<file path="src/rtl/coin_credit_fsm.sv">
// -----------------------------------------------------------------------------
// coin_credit_fsm
//
// Coin-operated vending controller. It accumulates credit from 1/2/5-unit
// coins and sells one of four products. A sale leaves the change on `change`.
// A cancel returns the whole credit through `change`. The vend or refund strobe
// is held for VEND_HOLD cycles. Requests that cannot be honoured are ignored,
// and `reject` pulses for one cycle.
//
// Parameters
//   VEND_HOLD      cycles that vend/refund stay high (1..15)
//   PRICE0..3      product price in credit units for sel = 0..3
//
// Ports
//   clk     in   1  clock, rising edge active
//   rst     in   1  asynchronous, active-high reset
//   coin    in   3  level inputs; rising edge = coin inserted
//                   (bit0 = 1 unit, bit1 = 2 units, bit2 = 5 units)
//   sel     in   2  product select
//   buy     in   1  level input; rising edge = purchase request
//   cancel  in   1  level input; rising edge = refund request
//   credit  out  5  accumulated credit (0..31)
//   change  out  5  change / refund amount, valid while vend or refund
//   product out  2  product being dispensed, valid while vend
//   vend    out  1  dispense strobe
//   refund  out  1  refund strobe
//   reject  out  1  one-cycle pulse for an ignored coin or request
//   busy    out  1  high while dispensing or refunding
//
// Every output is registered. An event detected at rising edge k becomes
// visible just after edge k. The inputs are assumed to be synchronous to clk.
// -----------------------------------------------------------------------------
module coin_credit_fsm #(
    parameter int VEND_HOLD = 4,
    parameter int PRICE0    = 1,
    parameter int PRICE1    = 3,
    parameter int PRICE2    = 5,
    parameter int PRICE3    = 10
) (
    input  logic       clk,
    input  logic       rst,
    input  logic [2:0] coin,
    input  logic [1:0] sel,
    input  logic       buy,
    input  logic       cancel,
    output logic [4:0] credit,
    output logic [4:0] change,
    output logic [1:0] product,
    output logic       vend,
    output logic       refund,
    output logic       reject,
    output logic       busy
);

    typedef enum logic [1:0] {
        S_IDLE,      // credit == 0
        S_CREDIT,    // credit  > 0
        S_DISPENSE,  // vend strobe active
        S_REFUND     // refund strobe active
    } state_t;

    localparam logic [3:0] HOLD_LOAD  = 4'(VEND_HOLD);
    localparam logic [5:0] CREDIT_MAX = 6'd31;

    state_t     state, state_nxt;
    logic [3:0] hold, hold_nxt;

    logic [4:0] credit_nxt;
    logic [4:0] change_nxt;
    logic [1:0] product_nxt;
    logic       vend_nxt;
    logic       refund_nxt;
    logic       reject_nxt;
    logic       busy_nxt;

    // Previous input levels used for rising-edge detection.
    logic [2:0] coin_q;
    logic       buy_q;
    logic       cancel_q;

    logic [2:0] coin_ev;
    logic       coin_any;
    logic       buy_ev;
    logic       cancel_ev;

    logic [5:0] coin_sum;
    logic [5:0] credit_ext;
    logic [5:0] credit_sum;
    logic [5:0] price;

    // -------------------------------------------------------------------------
    // Event detection and arithmetic
    // -------------------------------------------------------------------------
    assign coin_ev   = coin & ~coin_q;
    assign coin_any  = |coin_ev;
    assign buy_ev    = buy & ~buy_q;
    assign cancel_ev = cancel & ~cancel_q;

    // The sum is computed 6 bits wide, so 31 + 8 cannot wrap. An overflowing
    // insertion is therefore always seen and rejected.
    assign coin_sum   = (coin_ev[0] ? 6'd1 : 6'd0)
                      + (coin_ev[1] ? 6'd2 : 6'd0)
                      + (coin_ev[2] ? 6'd5 : 6'd0);
    assign credit_ext = {1'b0, credit};
    assign credit_sum = credit_ext + coin_sum;

    always_comb begin
        case (sel)
            2'd0:    price = 6'(PRICE0);
            2'd1:    price = 6'(PRICE1);
            2'd2:    price = 6'(PRICE2);
            default: price = 6'(PRICE3);
        endcase
    end

    // -------------------------------------------------------------------------
    // Next-state and output logic
    // -------------------------------------------------------------------------
    always_comb begin
        // NOTE: every signal gets a default here, before any branch. Then no
        // path through the case can leave a value unassigned and infer a latch.
        state_nxt   = state;
        hold_nxt    = hold;
        credit_nxt  = credit;
        change_nxt  = change;
        product_nxt = product;
        vend_nxt    = vend;
        refund_nxt  = refund;
        reject_nxt  = 1'b0;

        case (state)
            S_IDLE, S_CREDIT: begin
                // Priority is cancel > buy > coin. A lower-priority event in
                // the same cycle is dropped and reported with one reject pulse.
                // A cancel with no credit to return counts as no event.
                if (cancel_ev && state == S_CREDIT) begin
                    change_nxt = credit;
                    credit_nxt = 5'd0;
                    hold_nxt   = HOLD_LOAD;
                    refund_nxt = 1'b1;
                    state_nxt  = S_REFUND;
                    reject_nxt = buy_ev | coin_any;
                end else if (buy_ev) begin
                    // The buy is judged against the credit held before this
                    // cycle. Coins arriving in the same cycle never count.
                    if (credit_ext >= price) begin
                        change_nxt  = 5'(credit_ext - price);
                        product_nxt = sel;
                        credit_nxt  = 5'd0;
                        hold_nxt    = HOLD_LOAD;
                        vend_nxt    = 1'b1;
                        state_nxt   = S_DISPENSE;
                        reject_nxt  = coin_any;
                    end else begin
                        reject_nxt = 1'b1;
                    end
                end else if (coin_any) begin
                    if (credit_sum <= CREDIT_MAX) begin
                        credit_nxt = credit_sum[4:0];
                        state_nxt  = S_CREDIT;
                    end else begin
                        reject_nxt = 1'b1;
                    end
                end
            end

            S_DISPENSE, S_REFUND: begin
                reject_nxt = coin_any | buy_ev | cancel_ev;
                // The strobe is already high for the cycle that loaded the
                // counter. Leaving when the count would reach zero therefore
                // gives exactly VEND_HOLD strobe cycles.
                if (hold <= 4'd1) begin
                    hold_nxt   = 4'd0;
                    vend_nxt   = 1'b0;
                    refund_nxt = 1'b0;
                    change_nxt = 5'd0;
                    state_nxt  = S_IDLE;
                end else begin
                    hold_nxt = hold - 4'd1;
                end
            end

            default: begin
                hold_nxt   = 4'd0;
                credit_nxt = 5'd0;
                change_nxt = 5'd0;
                vend_nxt   = 1'b0;
                refund_nxt = 1'b0;
                state_nxt  = S_IDLE;
            end
        endcase

        busy_nxt = (state_nxt == S_DISPENSE) || (state_nxt == S_REFUND);
    end

    // -------------------------------------------------------------------------
    // State and output registers
    // -------------------------------------------------------------------------
    always_ff @(posedge clk or posedge rst) begin
        if (rst) begin
            state    <= S_IDLE;
            hold     <= 4'd0;
            credit   <= 5'd0;
            change   <= 5'd0;
            product  <= 2'd0;
            vend     <= 1'b0;
            refund   <= 1'b0;
            reject   <= 1'b0;
            busy     <= 1'b0;
            coin_q   <= 3'd0;
            buy_q    <= 1'b0;
            cancel_q <= 1'b0;
        end else begin
            // NOTE: non-blocking assignments, so every register samples values
            // from before the edge. Edge detection relies on this.
            state    <= state_nxt;
            hold     <= hold_nxt;
            credit   <= credit_nxt;
            change   <= change_nxt;
            product  <= product_nxt;
            vend     <= vend_nxt;
            refund   <= refund_nxt;
            reject   <= reject_nxt;
            busy     <= busy_nxt;
            coin_q   <= coin;
            buy_q    <= buy;
            cancel_q <= cancel;
        end
    end

endmodule

</file>
<file path="config.mk">
export PLATFORM = sky130hd
export DESIGN_NAME = coin_credit_fsm
export DESIGN_NICKNAME = d
export VERILOG_FILES = /design/src/rtl/coin_credit_fsm.sv
export SDC_FILE = /design/constraint.sdc
export NUM_CORES = 1
export LEC_CHECK = 0
export BUFFER_PORTS_ARGS = -buffer_cell sky130_fd_sc_hd__buf_2
export CORE_ASPECT_RATIO = 0.75
export CORE_UTILIZATION = 35
export DETAILED_ROUTE_END_ITERATION = 7
export GPL_TIMING_DRIVEN = 0
export MAX_ROUTING_LAYER = met4
export SYNTH_ARGS = -nofsm -noshare
export SYNTH_HDL_FRONTEND = slang
export SYNTH_SLANG_ARGS = --single-unit
</file>
<file path="constraint.sdc">
create_clock -name clk -period 3.9 [get_ports clk]
set_input_delay 0.78 -clock clk [delete_from_list [all_inputs] [get_ports clk]]
set_output_delay 0.78 -clock clk [all_outputs]
set_load 0.03 [all_outputs]
</file>
After elaboration in Yosys (flattened, before gate mapping)
Cells that the tools add are included.
{"block": "classes", "eq_ne": 15, "muxes": 39, "bitwise": 9, "order_cmp": 3, "addsub": 5, "reduce_logical": 15}
{"cell": "two-way mux 5 bit", "n": 9}
{"cell": "two-way mux 4 bit", "n": 4}
{"cell": "two-way mux 2 bit", "n": 7}
{"cell": "one-hot mux 4 bit (3 select lines)", "n": 1}
{"cell": "AND reduction 4 bit", "n": 3}
{"cell": "two-way mux 1 bit", "n": 11}
{"cell": "== test 2 bit, second input constant", "n": 5}
{"cell": "inequality test 2 bit, second input constant", "n": 5}
{"cell": "one-hot mux 5 bit (2 select lines)", "n": 1}
{"cell": "one-hot mux 4 bit (2 select lines)", "n": 1}
{"cell": "adder 5 x 4 -> 6 bit", "n": 1}
{"cell": ">= comparator 5 x 6 -> 1 bit", "n": 1}
{"cell": "<= comparator 6 x 5 -> 1 bit, second input constant", "n": 1}
{"cell": "inequality test 3 bit, second input constant", "n": 2}
{"cell": "one-hot mux 1 bit (2 select lines)", "n": 3}
{"cell": "nonzero test 3 bit", "n": 2}
{"cell": "subtractor 5 bit", "n": 1}
{"cell": "adder 3 x 3 -> 4 bit", "n": 1}
{"cell": "== test 2 x 1 -> 1 bit, second input constant", "n": 2}
{"cell": "<= comparator 4 x 1 -> 1 bit, second input constant", "n": 1}
{"cell": "logical NOT 2 bit", "n": 2}
{"cell": "one-hot mux 2 bit (2 select lines)", "n": 1}
{"cell": "AND reduction 2 bit", "n": 2}
{"cell": "OR reduction 2 bit", "n": 2}
{"cell": "13 further kinds", "n": 17}
{"block": "word_totals", "input_bits": 9, "register_bits": 27}

Logic depth before layout (Yosys ltp)
{"block": "depth", "word_depth": 14, "mapped_depth": 8}

Worst setup path before layout
Ideal clock, no wire load.
{"block": "synth_path", "kind": "input to register", "from": "input sel[0]", "to": "register product[1]", "arrival_ns": 2.428, "n_path_buf": 0, "path_stages": 8, "setup_slack_ns": 1.344, "cell_sequence": "nand2_1 > ha_1 > fa_1 > and2b_2 > o21ai_4 > a31oi_1 > nand2_2 > mux2_1"}
{"block": "synth_between", "elab_chain_len": 4, "elab_cells_between_ends": 6, "classes_between": "1 x order compare; 2 x eq/ne; 1 x mux; 2 x reduce/logical"}
{"element": "start, declared", "line": "43", "source": "input logic [1:0] sel,"}
{"element": "== test 2 bit, or another cell as far along", "line": "108", "source": "case (sel)"}
{"element": "one-hot mux 4 bit (3 select lines) *", "line": "108"}
{"element": ">= comparator 5 x 6 -> 1 bit *", "line": "146", "source": "if (credit_ext >= price) begin"}
{"element": "AND reduction 4 bit (no line) *"}
{"element": "end signal, assigned", "line": "220", "source": "product <= product_nxt;"}
{"element": "end, declared", "line": "48", "source": "output logic [1:0] product,"}
Every way passes the cells marked *; elsewhere a longest branch is shown, timed or not.
A chain may end at the register's enable or synchronous reset.

Worst setup path in the final report
Same ends and word-level chain as after synthesis.

==> metrics.txt <==
average routed wire per standard cell=14.4 µm; CTS Sinks=27; level count of the clock H-tree=1; post-synth net total=between 150 and 200; clock network latency to the later pin of the worst-skew pair=around 0.28 ns; final weighted congestion of routability-driven global placement=between 0.8 and 0.9; part of the total power dissipated in the clock network=0.111; number of warning messages in the yosys log=0; number of enable flip-flop cells after synthesis=0; maximum frequency from static timing analysis=roughly 380 MHz; net switching power=around 0.67 mW; I/O Buffers=24; filler cell count=between 400 and 500; startpoint type of the worst setup path=primary input; wire length of the first global-routing pass=between 5 and 6 mm; hold bufs inserted after CTS=0; Die Footprint=4720 µm²; initial antenna violation count=0; worst hold-check path type=flip-flop to flip-flop; max-slew violations=0; transition time at the pin with the least slew margin=a little over 1 ns; cell leakage power=about 0.84 nW; gate family responsible for the most delay along the worst path=adder cells; Final Worst Setup Slack=1.25 ns; worst slew slack as a fraction of its limit=0.328; total power=between 1 and 1.5 mW; fraction of layout instances using a drive strength above 1=0.222; sequential cell area=roughly 680 µm²; via count normalized by instance count=between 5 and 6; DRC violations left=0; cell at the slowest stage of the critical path=sky130_fd_sc_hd__a31oi_1; drt total wl=about 3.4 mm; number of cells on the worst reg-to-reg path=8; Setup Crit Path Kind=primary input to flip-flop; per-instance average area after synthesis=10.2 µm²; Buf/Inv on CP=1; most common flop cell mapped by yosys=sky130_fd_sc_hd__dfrtp_1; detailed placement HPWL=2.61 mm; sequential area share after synthesis=0.434; share of the core filled with cells in the final layout=0.431; internal power=about 0.76 mW; part of the total power dissipated in combinational logic=0.548; fin crit share=0.680; setup slack after placement=~0.99 ns; cell-by-cell listing of the critical path=buf_2 -> nand2_1 -> ha_1 -> fa_1 -> and2b_2 -> o21ai_4 -> a31oi_1 -> nand2_2 -> mux2_1; final number of hold-violating endpoints=0; DRC marker count from the first detailed-route iteration=77; post-layout minimum cycle time=~2.7 ns; via count=around 1,300; clk slew on worst S/H paths=~0.090 ns; Root Driver=sky130_fd_sc_hd__clkbuf_8; # Max-Cap Violations=0; ant diodes=0; setup skew after layout=around 0.0052 ns; Sw Ratio=0.469; Max FO, Critical Path=5; maximum number of pins on one net before global-route repair=28; clock buffer depth=2; vias in the first global route=1,203; detailed-routed wire length on met3=between 150 and 200 µm; post-synthesis async set-or-reset flop share=1.00; Rows=20; worst endpoint data arrival time=~2.8 ns; result of the run=finished clean; number of register bits inferred by synthesis=27; unrepaired setup endpoints after global routing=no; final setup fails=0; hold_ws=0.494 ns; metal1 wirelength=1.78 mm; power share of the sequential group=0.341; cell count of the worst hold path=1; Highest Signal Layer=met4; net count of the finished layout=between 200 and 250; area of the multi-input gates=between 800 and 900 µm²; depth of the critical timing path with buffers and inverters included=9; Chip Height=59.8 µm; Resized Gates After CTS=0; slowest cell delay on critical path=~0.4 ns; power per cell area=794 nW/µm²; CTS tree=built; Top-Level Pins=25; drt pass-1 iters=5; instance count of the mapped netlist=approximately 150; Routed met2 length=1.40 mm; number of buffers inserted by post-CTS setup repair=0; area of the mapped netlist=around 1600 µm²; remaining global-route overflow=0; type of destination of the critical path=flip-flop; die width=about 80 µm; core footprint=between 4000 and 5000 µm²; number of CTS-inserted buffers=3; starting density of the core=0.375; Netlist cell types=between 40 and 50; peak supply drop=around 0.00029 V; remaining antenna violation count after routing=0; combined global-route utilization of all metal layers=0.165; Area growth syn-to-layout=15.1%; Total Negative Setup Slacks=0 ns; required time of the critical path=just over 4 ns
## cells by family (layout without fill, tap and decap cells)
family | count (synthesis) | after routing | share of synthesized area
flops | 27 | 27 | 0.434
compound gates | 46 | 46 | 0.228
mux | 3 | 3 | 0.0201
fa+ha+maj | 11 | 11 | 0.103
xor+xnor | 2 | 2 | 0.0113
simple gates | 49 | 49 | 0.170
buf+inv | 14 | 42 | 0.0338
## per-layer routing
metal  vias up  track usage
met3         4       0.0366
met2        38        0.235
met1       616        0.232
met5         -            -
li1        611            -
met4         0       0.0519
## worst paths after layout
check | startpoint | to | slack, ns
setup reg to reg | credit[0] | product[1] | 1.43
hold / removal | product[1] | product[1] | 0.49
hold reg to reg | product[1] | product[1] | 0.49
max in group asynchronous | rst | change[3] | 2.56
setup / recovery | sel[0] | product[1] | 1.25
min in group asynchronous | rst | vend | 0.73
## flip-flops by register name (all words and copies together), names as in the netlist
name,count
state,2
product,2
coin_q,3
credit,5
reject,1
vend,1
buy_q,1
refund,1
change,5
cancel_q,1
hold,4
busy,1
## power by group through the flow
stage          Clock (mW)  Sequential, mW  Combinational, mW
6_report            0.158           0.485              0.780
5_1_grt             0.175           0.501              0.862
4_1_cts             0.169           0.486              0.783
3_5_place_dp            0           0.491              0.778
3_3_place_gp            0           0.484              0.762
2_1_floorplan           0           0.610              0.456
## synthesized netlist by cell type (2+ instances only)
library cell	instances	share of area
sky130_fd_sc_hd__nand3_1	4	0.013
sky130_fd_sc_hd__o21a_1	2	0.0096
sky130_fd_sc_hd__a22o_1	4	0.023
sky130_fd_sc_hd__nand3b_1	2	0.0096
sky130_fd_sc_hd__inv_1	12	0.029
sky130_fd_sc_hd__ha_1	8	0.064
sky130_fd_sc_hd__nor2_1	6	0.014
sky130_fd_sc_hd__and2_1	2	0.0080
sky130_fd_sc_hd__fa_1	3	0.039
sky130_fd_sc_hd__mux2i_1	2	0.013
sky130_fd_sc_hd__a21oi_1	4	0.013
sky130_fd_sc_hd__a31oi_1	2	0.0080
sky130_fd_sc_hd__nand2_1	14	0.034
sky130_fd_sc_hd__o221ai_1	2	0.011
sky130_fd_sc_hd__xor2_1	2	0.011
sky130_fd_sc_hd__nor3_1	4	0.013
sky130_fd_sc_hd__a21o_1	3	0.014
sky130_fd_sc_hd__o22ai_1	3	0.012
sky130_fd_sc_hd__o21ai_0	8	0.026
sky130_fd_sc_hd__o211ai_1	3	0.014
sky130_fd_sc_hd__nand2b_1	3	0.012
sky130_fd_sc_hd__nor2b_1	6	0.024
sky130_fd_sc_hd__dfrtp_1	27	0.43
## layout make-up
cell class              instances  share of cell area
multi-input cells             111               0.462
flip-flops and latches         27               0.377
repair buffers                 24              0.0670
well taps                      55              0.0384
inverters                      12              0.0251
clock buffers                   3              0.0230
plain buffers                   2             0.00419
clock inverters                 1             0.00279
## worst reg2reg max path, delay by kind of cell (launching register included)
kind,cells,cell delay (ns)
simple gates,2,0.42
flops,1,0.45
buf+inv,1,0.08
mux,1,0.33
fa+ha+maj,2,0.62
compound gates,2,0.47
## placed cells by master (no fill, tap or decap), types with 4 or more instances in the layout
cell / instances
sky130_fd_sc_hd__ha_1: 8
sky130_fd_sc_hd__nor3_1: 4
sky130_fd_sc_hd__buf_2: 24
sky130_fd_sc_hd__dfrtp_1: 27
sky130_fd_sc_hd__nand3_1: 4
sky130_fd_sc_hd__nand2_1: 14
sky130_fd_sc_hd__nor2_1: 6
sky130_fd_sc_hd__a21oi_1: 4
sky130_fd_sc_hd__inv_1: 12
sky130_fd_sc_hd__nor2b_1: 6
sky130_fd_sc_hd__a22o_1: 4
sky130_fd_sc_hd__o21ai_0: 8
## stage by stage
step,cell area (µm²),cells
2_1_floorplan,1560,152
3_3_place_gp,1750,231
3_5_place_dp,1750,231
4_1_cts,1790,235
5_1_grt,1790,235
6_report,1790,235
No activity file was read; power rests on OpenSTA's default activity.
